==> config.mk <==
export PLATFORM = sky130hd
export DESIGN_NAME = hazard_ctrl
export DESIGN_NICKNAME = d
export VERILOG_FILES = /design/src/rtl/hazard_ctrl.sv
export SDC_FILE = /design/constraint.sdc
export NUM_CORES = 1
export LEC_CHECK = 0
export BUFFER_PORTS_ARGS = -buffer_cell sky130_fd_sc_hd__buf_4
export CAP_MARGIN = 5
export CORE_MARGIN = 4
export CORE_UTILIZATION = 50
export CTS_CLUSTER_SIZE = 20
export DETAILED_ROUTE_END_ITERATION = 10
export PLACE_DENSITY_LB_ADDON = 0.15
export SKIP_LAST_GASP = 1
export SLEW_MARGIN = 20
export SYNTH_ARGS = -nofsm -noshare
export SYNTH_HDL_FRONTEND = slang
export SYNTH_SLANG_ARGS = --single-unit
==> constraint.sdc <==
create_clock -name clk_i -period 2.5 [get_ports clk_i]
set_input_delay 0.5 -clock clk_i [delete_from_list [all_inputs] [get_ports clk_i]]
set_output_delay 0.5 -clock clk_i [all_outputs]
set_load 0.05 [all_outputs]
==> src/rtl/hazard_ctrl.sv <==
`default_nettype none
// ============================================================================
// Module      : hazard_ctrl
// Description : Pipeline hazard / stall sequencer for the 5-stage CPU.
// Revision    : 1.0 - initial release
// ============================================================================
module hazard_ctrl #(
    parameter int MEM_LAT = 3,
    parameter int CNT_W   = 4
) (
    input  logic        clk_i,
    input  logic        rst_i,
    input  logic        IDEX_MemRead_i,
    input  logic [4:0]  IDEX_RegRt_i,
    input  logic [4:0]  IFID_RegRs_i,
    input  logic [4:0]  IFID_RegRt_i,
    input  logic        IFID_UsesRt_i,
    input  logic        branch_taken_i,
    input  logic        dmem_req_i,
    output logic        pc_write_o,
    output logic        ifid_write_o,
    output logic        ifid_flush_o,
    output logic        bubble_o,
    output logic        hold_o,
    output logic [15:0] stall_cnt_o
);

    localparam logic [0:0]       ST_RUN      = 1'b0;
    localparam logic [0:0]       ST_MEM_WAIT = 1'b1;
    localparam int               START_INT   = (MEM_LAT > 1) ? (MEM_LAT - 2) : 0;
    localparam logic [CNT_W-1:0] CNT_START   = CNT_W'(START_INT);
    localparam logic [CNT_W-1:0] CNT_ONE     = CNT_W'(1);
    localparam logic             MEM_MULTI   = (MEM_LAT > 1) ? 1'b1 : 1'b0;

    logic [0:0]       state_q, state_d;
    logic [CNT_W-1:0] cnt_q, cnt_d;
    logic [15:0]      stall_cnt_q, stall_cnt_d;

    logic load_use;
    logic mem_start;

    assign load_use = IDEX_MemRead_i && (IDEX_RegRt_i != 5'd0) &&
                      ((IDEX_RegRt_i == IFID_RegRs_i) ||
                       (IFID_UsesRt_i && (IDEX_RegRt_i == IFID_RegRt_i)));

    // MEM_WAIT cannot retrigger, so a request still high during release is ignored
    assign mem_start = (state_q == ST_RUN) && dmem_req_i && MEM_MULTI;

    // State register
    always_ff @(posedge clk_i) begin
        if (rst_i) begin
            state_q     <= ST_RUN;
            cnt_q       <= '0;
            stall_cnt_q <= '0;
        end else begin
            state_q     <= state_d;
            cnt_q       <= cnt_d;
            stall_cnt_q <= stall_cnt_d;
        end
    end

    // Next-state logic
    always_comb begin
        state_d     = state_q;
        cnt_d       = cnt_q;
        stall_cnt_d = stall_cnt_q;
        case (state_q)
            ST_RUN: begin
                if (mem_start) begin
                    state_d = ST_MEM_WAIT;
                    cnt_d   = CNT_START;
                end
            end
            ST_MEM_WAIT: begin
                if (cnt_q != '0) begin
                    cnt_d = cnt_q - CNT_ONE;
                end else begin
                    state_d = ST_RUN;
                end
            end
            default: begin
                state_d = ST_RUN;
                cnt_d   = '0;
            end
        endcase
        if ((hold_o || bubble_o) && (stall_cnt_q != 16'hFFFF)) begin
            stall_cnt_d = stall_cnt_q + 16'd1;
        end
    end

    // Output logic: hold beats load-use, load-use beats branch
    always_comb begin
        pc_write_o   = 1'b1;
        ifid_write_o = 1'b1;
        ifid_flush_o = 1'b0;
        bubble_o     = 1'b0;
        hold_o       = 1'b0;
        if (!rst_i) begin
            hold_o = mem_start || ((state_q == ST_MEM_WAIT) && (cnt_q != '0));
            if (hold_o) begin
                pc_write_o   = 1'b0;
                ifid_write_o = 1'b0;
            end else if (load_use) begin
                bubble_o     = 1'b1;
                pc_write_o   = 1'b0;
                ifid_write_o = 1'b0;
            end else begin
                ifid_flush_o = branch_taken_i;
            end
        end
    end

    assign stall_cnt_o = stall_cnt_q;

endmodule
`default_nettype wire

==> flow_metrics.tcl, run 1 <==
set metrics [dict create \
    status "finished clean" \
    muxShareOfSynthArea 0.0196 \
    hpwl_um 2210 \
    synth_edf_count 0 \
    seqPwrFrac 0.493 \
    syn_area_um2 1280 \
    antenna_found_initial 0 \
    worst-slew-pin-transition_ns 0.595 \
    path_cells "inv_1, ha_1, or3b_4, nand2_2, nand2_4, nor3_2, buf_6" \
    crit_path_end_kind "output port" \
    critical-path-top-delay-family "simple AND/OR/NAND/NOR gates" \
    synth-compound-area-share 0.207 \
    clockBufferDepth 2 \
    gp_congestion 0.789 \
    stdcell_count 212 \
    drive_gt1_frac 0.335 \
    dp_slack_ns 0.120 \
    n_antenna_cell 0 \
    synth_ff_type "dfxtp_1" \
    syn-instance-count 140 \
    setup_violations 0 \
    drc 0 \
    fin_total_pwr_uw 724 \
    start_kind "register" \
    slew_headroom 0.602 \
    ios 42 \
    grt_usage 0.178 \
    die_y_um 58.5 \
    cts_sinks 21 \
    cts_tree "built" \
    yosys.area_share.adder 0.0196 \
    synthSimpleGateAreaFrac 0.267 \
    fin_crit_ns 2.40 \
    skew_ns 0.0139 \
    finalHoldViolations 0 \
    fin_crit_sh 0.960 \
    start_util 0.520 \
    cpPeakStageDelay_ns 0.40 \
    max_freq_mhz 417 \
    worst-path-buf-inv 2 \
    grt_pass1_wl_um 4780 \
    clk_latency_ns 0.31 \
    r2r_slack_ns 0.21 \
    grt_pass1_vias 1099 \
    slowest_stage "or3b_4" \
    power_density_nw_per_um2 443 \
    h-tree-depth 1 \
    viasPerCell 5.47 \
    clkSlewWorstSetupHoldPaths_ns 0.11 \
    fin_nets 206 \
    rows 18 \
    leakagePower_nw 0.641 \
    setup_ws_ns 0.100 \
    place_inst 207 \
    grt_overflow 0 \
    wl_um 2890 \
    die_area_um2 3430 \
    synth_top_family_by_area "simple AND/OR/NAND/NOR gates" \
    ant_nets 0 \
    cp.required_ns 2.00 \
    p_sw_frac 0.315 \
    cts_made_buffers 3 \
    portBuffers 41 \
    switching_power_uw 228 \
    synth_warnings 0 \
    rsz0062_at_grt "true" \
    hold_buffers 0 \
    setup_tns_ns 0 \
    first_pass_iters 4 \
    fp.dieW_um 58.5 \
    drtIter0Drc 34 \
    yosysUniqueCellTypes 42 \
    hold-worst-slack_ns 0.511 \
    wire_per_inst_um 13.6 \
    cts_root_buffer "clkbuf_4" \
    p_int_uw 496 \
    vias 1160 \
    synth-seq-cells 21 \
    grt_max_degree 27 \
    design.core.area_um2 2450 \
    async_reset_ff_frac 0 \
    max_cap_viol_count 0 \
    hold_class "register to register" \
    worstPathArrival_ns 1.90 \
    synth_xor_area_frac 0.110 \
    pwr-share-comb 0.275 \
    syn_nets 163 \
    fill_cells 205 \
    path_class "register to output port" \
    slew_viol_final 0 \
    area.growth.synth_to_final_pct 28.0 \
    path_max_fanout 6 \
    yosysSeqAreaShare 0.329 \
    p_clk_frac 0.232 \
    syn_avg_cell_area_um2 9.12 \
    vdd_drop_max_uv 431 \
]
worst min-delay path, delay by kind of cell, from the launching register on:
family,cells,cell delay [ns]
AO/OA/AOI/OAI,1,0.06
flip-flops,1,0.34
AND/OR/NAND/NOR,1,0.07
final timing paths:
kind              cells after the start             startpoint                      endpoint
hold reg to reg                       2  cnt_q[1]$_SDFFE_PP0P_         cnt_q[1]$_SDFFE_PP0P_
setup / recovery                      7  cnt_q[0]$_SDFFE_PP0P_                      bubble_o
setup reg to reg                      9  cnt_q[0]$_SDFFE_PP0P_  stall_cnt_o[15]$_SDFFE_PP0P_
hold / removal                        2  cnt_q[1]$_SDFFE_PP0P_         cnt_q[1]$_SDFFE_PP0P_
power groups by stage:
stage	clock, mW	sequential (mW)	combinational (mW)
2_1_floorplan	0	0.371	0.135
3_3_place_gp	0	0.363	0.190
3_5_place_dp	0	0.364	0.194
4_1_cts	0.172	0.357	0.196
5_1_grt	0.184	0.358	0.216
6_report	0.168	0.357	0.199
state kept, by name, indices dropped and copies added, names as in the netlist:
signal and cells:
state_q 1, cnt_q 4, stall_cnt_o 16
area by class of cell:
type                    count  area [um2]  area share
multi-input cells         111         810       0.495
flip-flops and latches     21         420       0.257
repair buffers             44         334       0.204
well taps                  30        37.5      0.0230
clock buffers               4        26.3      0.0161
inverters                   2        7.51     0.00459
cell families after synthesis:
| family | Yosys count |
|---|---|
| xor gates and xnor gates | 16 |
| AOI/OAI and AO/OA | 31 |
| adders and majority gates | 2 |
| DFF | 21 |
| buffers and inverters | 8 |
| and+or+nand+nor | 60 |
| muxes | 2 |
Yosys cell counts (2+ instances only):
cell type / count / share of area
dfxtp_1: 21 / 0.33
xnor2_1: 12 / 0.082
nor2_1: 11 / 0.032
nand2_1: 9 / 0.026
nand3_1: 7 / 0.027
nor2b_1: 7 / 0.034
o31ai_1: 7 / 0.041
a21oi_1: 5 / 0.020
nand4_1: 5 / 0.024
nor4_1: 4 / 0.020
o21ai_1: 4 / 0.016
xor2_1: 4 / 0.027
clkbuf_1: 3 / 0.0088
or3_1: 3 / 0.015
or4_1: 3 / 0.018
and4_1: 2 / 0.014
ha_1: 2 / 0.020
inv_1: 2 / 0.0059
nand2b_1: 2 / 0.0098
o2111ai_1: 2 / 0.014
o21ai_4: 2 / 0.025
o21ba_1: 2 / 0.016
o31a_1: 2 / 0.014
cell usage in the layout, fill, tap and decap left out, types with 3 or more instances in the layout:
| cell type | instances |
|---|---|
| buf_4 | 43 |
| dfxtp_1 | 21 |
| xnor2_1 | 12 |
| nor2_1 | 11 |
| nand2_1 | 8 |
| nand3_1 | 7 |
| nor2b_1 | 7 |
| o31ai_1 | 7 |
| nand4_1 | 5 |
| a21oi_1 | 5 |
| nor4_1 | 4 |
| o21ai_1 | 4 |
| xor2_1 | 4 |
| or4_1 | 3 |
| or3_1 | 3 |
| clkbuf_4 | 3 |
metrics by stage:
step	instance area [um2]	utilization
after floorplan	1280	-
after global placement	1590	0.648
after detailed placement	1590	0.648
after CTS	1620	0.661
after global routing	1640	0.666
final	1640	0.666
metal layers:
metal	GRT usage	vias up	routed length (um)
met1	0.216	540	1350
li1	-	597	-
met4	0.0397	0	14
met5	0	-	0
met2	0.317	21	1440
met3	0.0395	2	83
repair_timing:
action	CTS	global route
endpoints found under the setup margin	1	3
pin swaps	0	1
setup buffers	0	1
gates cloned	0	0
resized for setup	2	1
(Power assumes the default switching activity.)
==> run 2, diff against run 1 <==
- CELL_PAD_IN_SITES_DETAIL_PLACEMENT: unset -> 0
- CELL_PAD_IN_SITES_GLOBAL_PLACEMENT: unset -> 1
- CORE_UTILIZATION: 50 -> 36
==> flow_metrics.tcl, run 2 (synthesized netlist as in run 1, its figures left out) <==
set metrics [dict create \
    skew_ns 0.0103 \
    grt_pass1_vias 1101 \
    status "finished clean" \
    antenna_found_initial 0 \
    reg2reg_depth 10 \
    rows 21 \
    die_y_um 67.6 \
    n_antenna_cell 0 \
    die_area_um2 4570 \
    fin_nets 208 \
    vdd_drop_max_uv 190 \
    seq_area_um2 420 \
    setup_violations 0 \
    hold_depth 2 \
    max_freq_mhz 413 \
    crit_start "cnt_q[0]$_SDFFE_PP0P_" \
    wire_per_inst_um 12.9 \
    design.core.area_um2 3390 \
    leakagePower_nw 0.653 \
    h-tree-depth 1 \
    crit_path_end_kind "output port" \
    ios 42 \
    postLayoutCellArea_um2 1670 \
    cts_tree "built" \
    multiInputGateArea_um2 810 \
    area.growth.synth_to_final_pct 30.9 \
    worstHoldStart "cnt_q[1]$_SDFFE_PP0P_" \
    mostFrequentLayoutCell "buf_4" \
    grt_max_degree 27 \
    postPlaceCellArea_um2 1630 \
    cp.required_ns 2.00 \
    grt_usage 0.135 \
    hold-worst-slack_ns 0.493 \
    path_class "register to output port" \
    clk_latency_ns 0.30 \
    slew_viol_final 0 \
    reg2reg_from "cnt_q[0]$_SDFFE_PP0P_" \
    fill_cells 333 \
    setup_tns_ns 0 \
    start_util 0.377 \
    holdPathEnd "cnt_q[1]$_SDFFE_PP0P_" \
    first_pass_iters 5 \
    cts_made_buffers 3 \
    drive_gt1_frac 0.348 \
    start_kind "register" \
    portBuffers 41 \
    slew_headroom 0.659 \
    final_cell_mix "45 x buf_4, 21 x dfxtp_1, 12 x xnor2_1" \
    hold_class "register to register" \
    drtIter0Drc 75 \
    cts_sinks 21 \
    power_density_nw_per_um2 436 \
    vias 1194 \
    worstPathArrival_ns 1.92 \
    r2r_slack_ns 0.18 \
    viasPerCell 5.19 \
    ant_nets 0 \
    grt_overflow 0 \
    fp.dieW_um 67.6 \
    timing.rr.end "stall_cnt_o[9]$_SDFFE_PP0P_" \
    rsz0062_at_grt "true" \
    largest_reg_flops 16 \
    slowest_stage "or3b_4" \
    fin_crit_ns 2.42 \
    path_cells "inv_1, ha_1, or3b_4, nand2_2, nand2_4, nor3_2, buf_6" \
    cpPeakStageDelay_ns 0.41 \
    wl_um 2970 \
    max_cap_viol_count 0 \
    clkSlewWorstSetupHoldPaths_ns 0.12 \
    hpwl_um 2320 \
    place_inst 225 \
    clockBufferDepth 2 \
    worst-slew-pin-transition_ns 0.507 \
    fin_crit_sh 0.969 \
    finalHoldViolations 0 \
    grt_pass1_wl_um 4770 \
    gp_congestion 0.688 \
    stdcell_count 230 \
    cts_root_buffer "clkbuf_4" \
    drc 0 \
    path_max_fanout 6 \
]
[run 2: layout make-up]
class / count / area share
Timing Repair Buffer: 46 / 0.209
Inverter: 2 / 0.00449
Clock inverter: 1 / 0.00299
Sequential cell: 21 / 0.251
Tap cell: 46 / 0.0344
Multi-Input combinational cell: 111 / 0.484
Clock buffer: 3 / 0.0135
[run 2: critical path, delay by kind of cell, from the launching register on]
kind          cells  cell delay [ns]
fa+ha+maj         1             0.17
buf+inv           2             0.27
flops             1             0.33
simple gates      4             0.84
[run 2: repair_timing]
| item | in CTS | in global routing |
|---|---|---|
| hold buffers | 0 | 0 |
| endpoints found under the setup margin | 1 | 3 |
| gates resized for setup | 2 | 1 |
| cloned | 0 | 0 |
| buffers inserted | 0 | 1 |
| pin swaps | 0 | 1 |
[run 2: how the worst max path moves through the flow]
| stage | end | slack, ns |
|---|---|---|
| after detailed placement | ifid_flush_o | 0.12 |
| after global routing | bubble_o | -0.03 |
| after CTS | pc_write_o | 0.02 |
| final | bubble_o | 0.08 |
| after global placement | ifid_flush_o | 0.13 |
| after floorplan | pc_write_o | 0.1 |
[run 2: power by group]
part           leakage [nW]  switching (mW)  internal [mW]
logic                 0.465           0.113         0.0912
registers             0.170          0.0107          0.346
clock network        0.0177           0.107         0.0595
[run 2: layer usage]
layer,vias up,wire [um],global-route usage,share of wire
met5,-,0,0,0
met4,0,23,0.0380,0.0078
met3,2,218,0.0399,0.074
met2,40,1500,0.236,0.50
met1,554,1230,0.158,0.41
li1,598,-,-,-
[run 2: stage by stage]
step           utilization  total power, mW  setup WS (ns)
2_1_floorplan            -            0.506         0.0987
3_3_place_gp         0.480            0.560          0.130
3_5_place_dp         0.480            0.564          0.121
4_1_cts              0.489            0.735         0.0184
5_1_grt              0.493            0.770        -0.0280
6_report             0.493            0.728         0.0786
==> run 3, diff against run 2 <==
- CORE_MARGIN: 4 -> 1
==> flow_metrics.tcl, run 3 (synthesized netlist as in run 1, its figures left out) <==
set metrics [dict create \
    gp_congestion 0.774 \
    multiInputGateArea_um2 810 \
    power_density_nw_per_um2 434 \
    worstHoldStart "cnt_q[1]$_SDFFE_PP0P_" \
    max_cap_viol_count 0 \
    hold_depth 2 \
    grt_usage 0.162 \
    grt_pass1_vias 1053 \
    rows 21 \
    start_util 0.380 \
    max_freq_mhz 424 \
    fill_cells 349 \
    holdPathEnd "cnt_q[1]$_SDFFE_PP0P_" \
    fin_crit_sh 0.944 \
    clkSlewWorstSetupHoldPaths_ns 0.12 \
    ios 42 \
    switching_power_uw 230 \
    cts_tree "built" \
    ant_nets 0 \
    wire_per_inst_um 12.5 \
    viasPerCell 5.03 \
    portBuffers 41 \
    wl_um 2880 \
    timing.rr.end "stall_cnt_o[13]$_SDFFE_PP0P_" \
    crit_path_end_kind "output port" \
    seqPwrFrac 0.489 \
    die_y_um 61.6 \
    fin_util 0.501 \
    clockBufferDepth 2 \
    cts_sinks 21 \
    setup_ws_ns 0.139 \
    p_int_uw 501 \
    rsz0062_at_grt "true" \
    dp_slack_ns 0.134 \
    cts_made_buffers 3 \
    drtIter0Drc 48 \
    vdd_drop_max_uv 223 \
    p_sw_frac 0.315 \
    leakagePower_nw 0.657 \
    fin_crit_ns 2.36 \
    worstPathArrival_ns 1.86 \
    vias 1157 \
    reg2reg_from "cnt_q[0]$_SDFFE_PP0P_" \
    start_kind "input port" \
    grt_max_degree 27 \
    hold_class "register to register" \
    largest_reg_flops 16 \
    finalHoldViolations 0 \
    mostFrequentLayoutCell "buf_4" \
    fp.dieW_um 61.6 \
    fin_nets 208 \
    fin_total_pwr_uw 731 \
    drc 0 \
    area.growth.synth_to_final_pct 31.8 \
    n_antenna_cell 0 \
    place_inst 225 \
    antenna_found_initial 0 \
    hold_buffers 0 \
    p_clk_frac 0.227 \
    reg2reg_depth 10 \
    path_max_fanout 3 \
    die_area_um2 3790 \
    grt_overflow 0 \
    setup_violations 0 \
    first_pass_iters 4 \
    slew_headroom 0.644 \
    hpwl_um 2220 \
    pwr-share-comb 0.285 \
    h-tree-depth 1 \
    design.core.area_um2 3360 \
    drive_gt1_frac 0.348 \
    worst-slew-pin-transition_ns 0.530 \
    grt_pass1_wl_um 4600 \
    cts_root_buffer "clkbuf_4" \
    final_cell_mix "44 x buf_4, 21 x dfxtp_1, 12 x xnor2_1" \
    clk_latency_ns 0.30 \
    seq_area_um2 420 \
    skew_ns 0.00832 \
    status "finished clean" \
    cp.required_ns 2.00 \
    stdcell_count 230 \
    r2r_slack_ns 0.16 \
    slew_viol_final 0 \
    path_class "input port to output port" \
]
run 3: cell counts in the layout (fill, tap and decap cells not counted):
No cell type changed its count.
run 3: timing repair:
item | in CTS | in global routing
pin swaps | 0 | 2
resized for setup | 2 | 1
buffers inserted | 0 | 1
setup endpoints to repair | 1 | 3
run 3: worst max-delay path, cell delays in order:
cell	delay (ns)
buf_4	0.13
or4_4	0.54
o21ai_4	0.13
nand2b_1	0.17
and4_1	0.20
buf_4	0.19
run 3: power by group through the flow:
stage	sequential (mW)	clock [mW]	combinational, mW
final	0.357	0.166	0.208
after global routing	0.359	0.196	0.224
after CTS	0.358	0.178	0.205
after detailed placement	0.365	0	0.204
after global placement	0.364	0	0.200
after floorplan	0.371	0	0.135
run 3: stage by stage:
step / hold WS [ns] / TNS [ns] / cell area [um2]
final: 0.504 / 0 / 1680
after global routing: 0.534 / -0.0134 / 1680
after CTS: 0.508 / 0 / 1670
after detailed placement: 0.494 / 0 / 1640
after global placement: 0.478 / 0 / 1640
after floorplan: 0.462 / 0 / 1280
run 3: worst max path at each step:
| stage | from | to | slack, ns | depth (start not counted) |
|---|---|---|---|---|
| floorplan | IDEX_RegRt_i[1] | pc_write_o | 0.1 | 5 |
| global placement | IDEX_RegRt_i[1] | ifid_flush_o | 0.16 | 6 |
| detailed placement | IDEX_RegRt_i[1] | ifid_flush_o | 0.13 | 6 |
| CTS | cnt_q[0]$_SDFFE_PP0P_ | bubble_o | 0.03 | 7 |
| global route | cnt_q[0]$_SDFFE_PP0P_ | bubble_o | -0.01 | 7 |
| finish | IDEX_RegRt_i[1] | ifid_flush_o | 0.14 | 6 |
run 3: layout make-up:
class | count | share of cell area
flip-flops and latches | 21 | 0.250
well taps | 46 | 0.0342
multi-input cells | 111 | 0.481
clock buffers | 3 | 0.0134
repair buffers | 46 | 0.215
inverters | 2 | 0.00446
clock inverters | 1 | 0.00297
run 3: layer usage:
metal,share of wire,wire length (um),vias to the layer above,GRT usage
met1,0.47,1350,539,0.219
li1,-,-,601,-
met5,0,0,-,0
met2,0.50,1430,15,0.258
met3,0.024,69,2,0.0273
met4,0.0070,20,0,0.0603
